## config.mk

```make
export PLATFORM = sky130hd
export DESIGN_NAME = register_file
export DESIGN_NICKNAME = d
export VERILOG_FILES = /design/src/rtl/register_file.sv
export SDC_FILE = /design/constraint.sdc
export NUM_CORES = 1
export LEC_CHECK = 0
export CAP_MARGIN = 5
export CORE_AREA = 8 8 133 135
export CTS_CLUSTER_DIAMETER = 150
export DETAILED_ROUTE_END_ITERATION = 7
export DIE_AREA = 0 0 141 143
export PLACE_DENSITY = 0.81
export SLEW_MARGIN = 10
export SYNTH_ARGS = -nofsm -noshare
export SYNTH_HDL_FRONTEND = slang
export SYNTH_SLANG_ARGS = --single-unit
```

## constraint.sdc

```tcl
create_clock -name CLK -period 2.4 [get_ports CLK]
set_input_delay 0.36 -clock CLK [delete_from_list [all_inputs] [get_ports CLK]]
set_output_delay 0.36 -clock CLK [all_outputs]
set_load 0.01 [all_outputs]
```

## src/rtl/register_file.sv

```systemverilog
// Eight-entry register file: three combinational read ports, one synchronous write port.
// Optional build macro REGFILE_R0_ZERO_EN hardwires register 0 to zero.
module register_file #(
    parameter int unsigned DATA_WIDTH = 16,
    parameter int unsigned ADDR_WIDTH = 3
) (
    input  logic                  CLK,
    input  logic                  Reset,
    input  logic                  Reg_Write,
    input  logic [ADDR_WIDTH-1:0] Reg_input_address,
    input  logic [DATA_WIDTH-1:0] Reg_input_data,
    input  logic [ADDR_WIDTH-1:0] Reg_address1,
    input  logic [ADDR_WIDTH-1:0] Reg_address2,
    input  logic [ADDR_WIDTH-1:0] Reg_address3,
    output logic [DATA_WIDTH-1:0] Reg_output1,
    output logic [DATA_WIDTH-1:0] Reg_output2,
    output logic [DATA_WIDTH-1:0] Reg_output3
);

    localparam int unsigned DEPTH = 1 << ADDR_WIDTH;

    logic [DATA_WIDTH-1:0] regs [DEPTH];
    logic                  wr_en;

`ifdef REGFILE_R0_ZERO_EN
    assign wr_en = Reg_Write && (Reg_input_address != '0);
`else
    assign wr_en = Reg_Write;
`endif

    // Reset wins over a coincident write.
    always_ff @(posedge CLK) begin
        if (Reset) begin
            for (int i = 0; i < int'(DEPTH); i++) begin
                regs[i] <= '0;
            end
        end else if (wr_en) begin
            regs[Reg_input_address] <= Reg_input_data;
        end
    end

    function automatic logic [DATA_WIDTH-1:0] read_reg(input logic [ADDR_WIDTH-1:0] addr);
`ifdef REGFILE_R0_ZERO_EN
        return (addr == '0) ? '0 : regs[addr];
`else
        return regs[addr];
`endif
    endfunction

    // No write-through: reads see the stored value until the write edge.
    assign Reg_output1 = read_reg(Reg_address1);
    assign Reg_output2 = read_reg(Reg_address2);
    assign Reg_output3 = read_reg(Reg_address3);

endmodule

```

==> metrics.md <==
| Metric | Value |
|---|---|
| Status | `finished, final reports clean` |
| Most frequent cells in the layout | `128 x edfxtp_1, 122 x nor3_1, 78 x mux4_1, 48 x mux2_2, 42 x dlygate4sd2_1` |
| Count of different cell masters after synthesis | `19` |
| Mapped Cells | `between 400 and 500` |
| MaxCap Viol Count | `0` |
| Root Driver | `clkbuf_16` |
| Largest net degree at the start of global routing | `33` |
| Die X-Extent | `141 um` |
| CP required | `2.04 ns` |
| Synth warn | `0` |
| Critical Path Fanout Max | `2` |
| HPWL reported at the end of detailed placement | `13,500 um` |
| Hold_buf cts | `0` |
| Sequential fraction of the synthesis area | `47.9%` |
| Total negative setup slack | `0 ns` |
| Max Slew Vio Count | `0` |
| First-pass GRT wire length | `34,200 um` |
| Worst VDD drop | `~0.00051 V` |
| CTS tree | `built` |
| Overall fraction of global-route tracks in use | `23.0%` |
| I/O Pins | `79` |
| Top flop regs | `regs (128)` |
| Most common cell after layout, fill and taps aside | `edfxtp_1` |
| Fmax | `between 400 and 500 MHz` |
| Post-route design area | `0.00987 mm^2` |
| Post-route minimum period | `2.37 ns` |
| 1st-iter DRT viols | `between 700 and 800` |
| Share of post-route cells with drive strength above 1 | `roughly 28%` |
| Detailed-router iteration count before antenna repair | `8` |
| Clk slew on worst S/H paths | `about 0.060 ns` |
| Pwr/cell area | `around 660 mW/mm^2` |
| Final hold vios | `0` |
| Rel. slew slack | `73.1%` |
| Startpoint types | `register` |
| Die H | `143 um` |
| CP arrival | `around 2 ns` |
| Initial core utilization | `51.4%` |
| CP Capture Type | `primary output` |
| Syn_nets | `518` |
| Grt total ovfl | `0` |
| Kind of critical path | `register to primary output` |
| Largest register FFs | `128` |
| Antenna violations before repair | `0` |
| Placed cell areas | `roughly 0.0092 mm^2` |
| Synthesis-stage register bit count | `about 130` |
| Unrepaired setup endpoints after global routing | `false` |
| Vias after detailed routing | `around 5,500` |
| Drt wl/cell | `28.0 um` |
| Post-DRT Antenna Nets | `0` |
| Routed wire length | `22,700 um` |
| Worst setup margin | `0.0340 ns` |
| Syn Area/Cell | `16.5 um^2` |
| # diodes | `0` |
| TritonCTS Buffers | `17` |
| CORE AREA | `approximately 0.016 mm^2` |
| H-Tree Depth | `4` |
| Clock Sinks | `128` |
| Final period util | `98.6%` |
| Die area | `0.0202 mm^2` |
| FP Rows | `46` |
| Worst-margin pin slew | `0.404 ns` |
| Setup violators final | `0` |
| Via/cell ratio | `6.84` |
| # port buffers | `78` |
| Synth Cell Area | `0.00802 mm^2` |
| Total power | `about 6500 uW` |
| Vias in the first global route | `5,655` |
| Placer Congestion | `0.806` |
| Dpl ws | `-0.207 ns` |
| Area Growth Syn to Fin | `23.1%` |
| Worst Hold Class | `input pin to register` |
| Pleak | `0.00349 uW` |
| Reg with most FFs | `regs` |
| Bufs on Longest Clock Path | `2` |
| DR DRC count | `0` |
| NumNets Final | `~610` |
kinds of logic (layout without fill, tap and decap cells):
group	Yosys count	after routing	synth area share [%]
simple gates	134	134	8.85
buf+inv	73	181	4.84
compound gates	8	8	0.749
flops	128	128	47.9
mux	144	144	37.6
layer usage:
metal  vias to the layer above  global-route usage (%)  wire [um]
met5                         -                       0          0
met4                         0                    12.1        796
met3                        79                    5.48       2130
met2                       423                    40.0      12100
met1                      2757                    25.9       7710
li1                       2290                       -          -
where the power goes:
part           internal, uW  total [uW]  switching [uW]
clock                  1630        2610             984
combinational           617        1150             534
sequential             2610        2720             108
total                  4850        6480            1630
worst paths after layout:
kind                      from                  endpoint  depth (start not counted)
max   regs[6][1]$_SDFFCE_PN0P_            Reg_output1[1]                          4
min          Reg_input_data[2]  regs[5][2]$_SDFFCE_PN0P_                          3
synth_stat cells:
cell type / instances / area [um^2]
nand2_1: 1 / 3.75
nand3b_1: 1 / 7.51
clkinv_1: 16 / 60.1
o21bai_1: 8 / 60.1
mux4_2: 12 / 270
mux4_1: 84 / 2210
buf_6: 14 / 158
nor3_1: 122 / 611
edfxtp_1: 128 / 3840
buf_4: 1 / 7.51
or3b_1: 1 / 8.76
or2_2: 1 / 6.26
buf_2: 1 / 5.00
clkbuf_1: 25 / 93.8
clkbuf_2: 3 / 15.0
nor3_2: 6 / 60.1
buf_1: 13 / 48.8
nand2b_1: 2 / 12.5
mux2_2: 48 / 541
per-stage QoR:
stage / utilization [%] / hold WS, ns / std cells
6_report: 63.3 / 0.713 / 811
4_1_cts: 63.4 / 0.709 / 811
3_5_place_dp: 59.1 / 1.15 / 769
2_1_floorplan: - / 0.689 / 487
3_3_place_gp: 59.1 / 1.15 / 769
5_1_grt: 63.3 / 0.737 / 811
layout make-up:
class	count	area (um^2)
inverters	16	60.1
fillers	1078	5730
repair buffers	133	1340
clock inverters	14	165
flip-flops and latches	128	3840
multi-input cells	286	3760
well taps	216	270
clock buffers	18	429
worst max-delay path, stage by stage (launching register included):
cell and delay [ns]:
edfxtp_1 0.43, buf_4 0.16, mux4_2 0.46, mux2_2 0.30
clkdlybuf4s15_2 0.23
repair_timing:
item | in CTS | in global routing
buffers inserted | 7 | 0
gates resized for setup | 61 | 9
endpoints found under the setup margin | 48 | 9
cloned | 3 | 0
Power figures use the tool's default switching activity.
==> edit 1 (config.mk and constraints unchanged) <==
Set the parameter `DATA_WIDTH` to 20 (it was 16).
--- a/src/rtl/register_file.sv
+++ b/src/rtl/register_file.sv
@@ -3,3 +3,3 @@
 module register_file #(
-    parameter int unsigned DATA_WIDTH = 16,
+    parameter int unsigned DATA_WIDTH = 20,
     parameter int unsigned ADDR_WIDTH = 3
Ports: changed (resized Reg_input_data, Reg_output1, Reg_output2 and Reg_output3); port bits go from 79 to 95. No check against the original RTL was run, so the function may have changed too.
==> edit 1 against the unedited design <==
Cell area rose by 21%; sequential power rose by 25%; worst setup slack got worse by 0.014 ns; die area did not move; critical endpoint is now Reg_output2[4]; wire length rose by 21%; total power rose by 15%; first-iteration DRC count rose by 3.7%; sequential cell count rose by 32; critical path depth fell by 1; largest power group unchanged; area after synthesis rose by 25%.
==> edit 1: results (changes against the unedited design) <==
| Metric | Value |
|---|---|
| Share of cells above drive strength 1 | 22.60% (was 28.07%) |
| Worst Tran Pin Value | 0.7090 ns (was 0.4040 ns) |
| Drt wl/cell | 29.72 microns (was 27.97 microns) |
| Largest cells by area after synthesis | edfxtp_1, mux4_1, nor3_1 (unchanged) |
| Ant diodes | 0 (unchanged) |
| First-pass GRT wire length | 41.90 mm (was 34.20 mm) |
| Sw frac | 25.55% (was 25.09%) |
| Clock root cell | clkbuf_16 (unchanged) |
| Vias | 6745 (was 5549) |
| Synth cell count leaders | edfxtp_1, nor3_1, mux4_1, mux2_2, clkbuf_1 (unchanged) |
| Reg with most FFs | regs (unchanged) |
| Synthesized Nets | 639 (was 518) |
| Critical Path Max Stage Delay | 0.54 ns (was 0.46 ns) |
| Total track usage | 27.86% (was 22.98%) |
| Worst Hold Class | in2reg (unchanged) |
| Reg clk slew, reported paths | 0.06 ns (about the same) |
| Leakage | 0.004245 uW (was 0.003487 uW) |
| # fillers | 872 (was 1078) |
| Max-cap violations | 0 (unchanged) |
| Total CTS buffers | 17 (unchanged) |
| Post-synth ARST share | 0% (unchanged) |
| I/O Buffers | 94 (was 78) |
| Post-synth EDFFs | 160 (was 128) |
| CP arrival | 2.02 ns |
| DR pass1 iterations | 5 (was 8) |
| GP Congestion | 0.7534 (was 0.8057) |
| Seq/Total Area, Yosys | 48.08% (was 47.93%) |
| Largest registers | regs x160 (was regs x128) |
| Status | finished clean (unchanged) |
| Worst-path maximum fanout | 3 (was 2) |
| Initial antenna violation count | 0 (unchanged) |
| VDD IR max | 0.3979 mV (was 0.5115 mV) |
| Largest net degree at the start of global routing | 65 (was 33) |
| H-tree levels | 4 (unchanged) |
| Final setup viols | 0 (unchanged) |
| Max Root-Sink Buffers | 2 (unchanged) |
| CP max stage cell | mux4_1 (was mux4_2) |
| Syn. warnings | 0 (unchanged) |
| Nets | 730 (was 613) |
| Synth unique cells | 15 (was 19) |
| Initial drt markers | 727 (was 701) |
| DP HPWL | 15.76 mm (was 13.53 mm) |
| Vias in the first global route | 7041 (was 5655) |
-- edit 1: cells by family after synthesis --
logic type             synth area share (%)
and+or+nand+nor                       8.401
DFF                                   48.08
muxes                                 38.31
buffers and inverters                 4.607
AOI/OAI and AO/OA                    0.6010
-- edit 1: through the flow --
| step | instance area (sq um) | setup slack [ns] | total power [uW] | std cells | hold WS [ns] |
|---|---|---|---|---|---|
| floorplan | 9993 | -0.09122 | 4219 | 604 | 0.6927 |
| global placement | 11380 | -0.1981 | 4825 | 882 | 1.133 |
| detailed placement | 11380 | -0.2558 | 4893 | 882 | 1.140 |
| CTS | 12000 | -0.06349 | 7418 | 923 | 0.7142 |
| global route | 11990 | 0.00009059 | 7635 | 924 | 0.7415 |
| finish | 11990 | 0.02000 | 7439 | 924 | 0.7260 |
-- edit 1: timing repair --
action                     CTS  global route
setup endpoints to repair   60             6
gates cloned                 3             0
buffers inserted             6             1
gates resized for setup     77             9
-- edit 1: metal layers --
metal / routed length (microns) / share of wire [%] / global-route usage, % / up-vias
met5: 0 / 0 / 0 / -
met4: 779 / 2.8 / 10.46 / 0
met3: 2361 / 8.6 / 5.142 / 69
met2: 14270 / 52 / 47.86 / 483
met1: 10050 / 37 / 34.79 / 3385
li1: - / - / - / 2808
-- edit 1: final cells by class --
cell class,count,area (sq um),area share (%)
Clock buffer,19,432.9,3.611
Clock inverter,13,140.1,1.169
Inverter,20,75.07,0.6262
Multi-Input combinational cell,354,4736,39.51
Sequential cell,160,4805,40.08
Tap cell,216,270.3,2.254
Timing Repair Buffer,142,1529,12.75
-- edit 1: power groups by stage --
stage / registers (uW) / logic [uW] / clock network [uW]
3_5_place_dp: 3430 / 1460 / 0
5_1_grt: 3400 / 1480 / 2760
6_report: 3390 / 1410 / 2640
4_1_cts: 3380 / 1410 / 2640
2_1_floorplan: 3370 / 845 / 0
3_3_place_gp: 3400 / 1430 / 0
-- edit 1: critical path: cells and delay by family, from the launching register on --
kind                   cells  cell delay, ns
multiplexers               2            0.85
flip-flops                 1            0.46
buffers and inverters      1            0.29
-- edit 1: worst paths after layout --
kind / depth (start not counted) / to / slack, ns / from
max: 3 / Reg_output2[4] / 0.02 / regs[3][4]$_SDFFCE_PN0P_
min: 3 / regs[7][12]$_SDFFCE_PN0P_ / 0.73 / Reg_input_data[12]
==> edit 2 (same flow settings) <==
Made on the original files. Add an input register stage for `Reg_input_data`, `Reg_address1`, `Reg_address2` and `Reg_address3`; this delays them by one clock. The other inputs are not delayed to match.
--- a/src/rtl/register_file.sv
+++ b/src/rtl/register_file.sv
@@ -21,2 +21,14 @@
 
+    logic [DATA_WIDTH-1:0] Reg_input_data_q;
+    logic [ADDR_WIDTH-1:0] Reg_address1_q;
+    logic [ADDR_WIDTH-1:0] Reg_address2_q;
+    logic [ADDR_WIDTH-1:0] Reg_address3_q;
+
+    always_ff @(posedge CLK) begin
+        Reg_input_data_q <= Reg_input_data;
+        Reg_address1_q   <= Reg_address1;
+        Reg_address2_q   <= Reg_address2;
+        Reg_address3_q   <= Reg_address3;
+    end
+
     logic [DATA_WIDTH-1:0] regs [DEPTH];
@@ -37,3 +49,3 @@
         end else if (wr_en) begin
-            regs[Reg_input_address] <= Reg_input_data;
+            regs[Reg_input_address] <= Reg_input_data_q;
         end
@@ -50,5 +62,5 @@
     // No write-through: reads see the stored value until the write edge.
-    assign Reg_output1 = read_reg(Reg_address1);
-    assign Reg_output2 = read_reg(Reg_address2);
-    assign Reg_output3 = read_reg(Reg_address3);
+    assign Reg_output1 = read_reg(Reg_address1_q);
+    assign Reg_output2 = read_reg(Reg_address2_q);
+    assign Reg_output3 = read_reg(Reg_address3_q);
 
Formal check against the unedited RTL: not equivalent (Yosys sat finds a counterexample within 4 cycles, from zero or initial values).
==> edit 2 against the unedited design <==
The run now ends with setup timing left; first-iteration DRC count is 14% higher; largest cell class unchanged; sequential cell count is 25 higher; clock power is 5% higher; worst hold slack worse by 0.34 ns; fmax is 1.8% lower; area after synthesis is 6.2% higher; cell area is 6.0% higher; worst setup slack worse by 0.044 ns; total power is 6.0% higher; via count is 4.5% higher; wire length is 7.4% higher; count of clock-buffer cells in the layout is 3 higher.
==> edit 2: results (changes against the unedited design) <==
| Metric | Value |
|---|---|
| Seq/Total Area, Yosys | 50.99% (was 47.93%) |
| First-pass GRT wire length | 37.07 mm (was 34.20 mm) |
| Largest cells by area after synthesis | edfxtp_1, mux4_1, nor3_1 (unchanged) |
| Synth top area share | 45.12% (was 47.93%) |
| Met1 Resource Use GR | 27.40% (was 25.93%) |
| GR met3 Demand/Resource | 6.110% (was 5.476%) |
| Synth unique cells | 20 (was 19) |
| Critical Path Max Stage Delay | 0.49 ns (was 0.46 ns) |
| Largest net degree at the start of global routing | 65 (was 33) |
| Share of cells above drive strength 1 | 45.97% (was 28.07%) |
| Largest registers | regs x128, Reg_input_data_q x16 (was regs x128) |
| Status | finished, violations left (was finished clean) |
| Failing checks | setup timing |
| VDD IR max | 0.4429 mV (was 0.5115 mV) |
| # placed instances | 788 (was 769) |
| CP arrival | 2.05 ns (was 2.01 ns) |
| Worst setup SP type | flip-flop (unchanged) |
| Total track usage | 25.02% (was 22.98%) |
| Vias in the first global route | 6101 (was 5655) |
| Worst-path maximum fanout | 5 (was 2) |
| Drt wl/cell | 28.69 microns (was 27.97 microns) |
| Synth cell count leaders | edfxtp_1, nor3_1, mux4_1, mux2_2, dfxtp_1 (was edfxtp_1, nor3_1, mux4_1, mux2_2, clkbuf_1) |
| M2 GR Usage | 43.57% (was 39.98%) |
| Vias | 5799 (was 5549) |
| Hold path start | Reg_input_data[10] (was Reg_input_data[2]) |
| Reg2reg path depth | 2 |
| Synthesized Nets | 543 (was 518) |
| Final setup viols | 3 (was 0) |
| Worst Tran Pin Value | 0.7426 ns (was 0.4040 ns) |
| Setup ws final | -0.009906 ns (was 0.03397 ns) |
| DR pass1 iterations | 4 (was 8) |
## edit 2: cell count changes after synthesis, sizes merged
cell    before  now
dfxtp        0   25
buf         29   30
clkbuf      28   27
## edit 2: worst min-delay path by stage
| stage | to | slack, ns | cells past startpoint |
|---|---|---|---|
| 6_report | Reg_input_data_q[10]$_DFF_P_ | 0.37 | 1 |
| 5_1_grt | Reg_input_data_q[6]$_DFF_P_ | 0.35 | 1 |
| 2_1_floorplan | Reg_input_data_q[0]$_DFF_P_ | 0.39 | 0 |
| 3_5_place_dp | regs[3][5]$_SDFFCE_PN0P_ | 0.65 | 2 |
| 4_1_cts | flip-flop | 0.37 | 1 |
| 3_3_place_gp | regs[1][5]$_SDFFCE_PN0P_ | 0.64 | 2 |
## edit 2: where the power goes
part | internal, uW | leakage, uW | switching [uW]
logic | 577 | 0.00195 | 504
clock network | 1660 | 0.000283 | 1070
registers | 2980 | 0.00159 | 80.5
## edit 2: metrics by stage
| stage | area [sq um] | TNS, ns | power, uW |
|---|---|---|---|
| after global routing | 10460 | -0.3082 | 7049 |
| after CTS | 10590 | -0.1139 | 6836 |
| final | 10460 | -0.02170 | 6870 |
| after floorplan | 8519 | 0 | 3613 |
| after detailed placement | 9664 | 0 | 4035 |
| after global placement | 9664 | 0 | 4001 |
## edit 2: cells by family after synthesis
family,synth area share (%)
compound gates,0.7050
simple gates,8.327
mux,35.42
flops,50.99
buf+inv,4.553
## edit 2: area by class of cell
| class | instances | area [sq um] | area share (%) |
|---|---|---|---|
| Clock buffer | 21 | 450.4 | 4.306 |
| Clock inverter | 11 | 145.1 | 1.388 |
| Inverter | 16 | 60.06 | 0.5742 |
| Multi-Input combinational cell | 286 | 3607 | 34.49 |
| Sequential cell | 153 | 4355 | 41.64 |
| Tap cell | 216 | 270.3 | 2.584 |
| Timing Repair Buffer | 146 | 1572 | 15.02 |
## edit 2: timing repair
item | in CTS | in global routing
cloned | 9 | 1
setup endpoints to repair | 48 | 44
buffers inserted | 25 | 0
gates resized for setup | 307 | 45
hold buffers | 0 | 0
## edit 2: per-layer routing
layer  wire [microns]  vias up  share of wire [%]
met1             8249     2938                 34
met5                0        -                  0
met2            12890      456                 53
met3             2156       81                8.9
li1                 -     2324                  -
met4             1058        0                4.3
## edit 2: worst reg2reg max path: stages, from the launching register on
cell,delay (ns)
dfxtp_1,0.37
clkinv_1,0.24
nor3_1,0.32
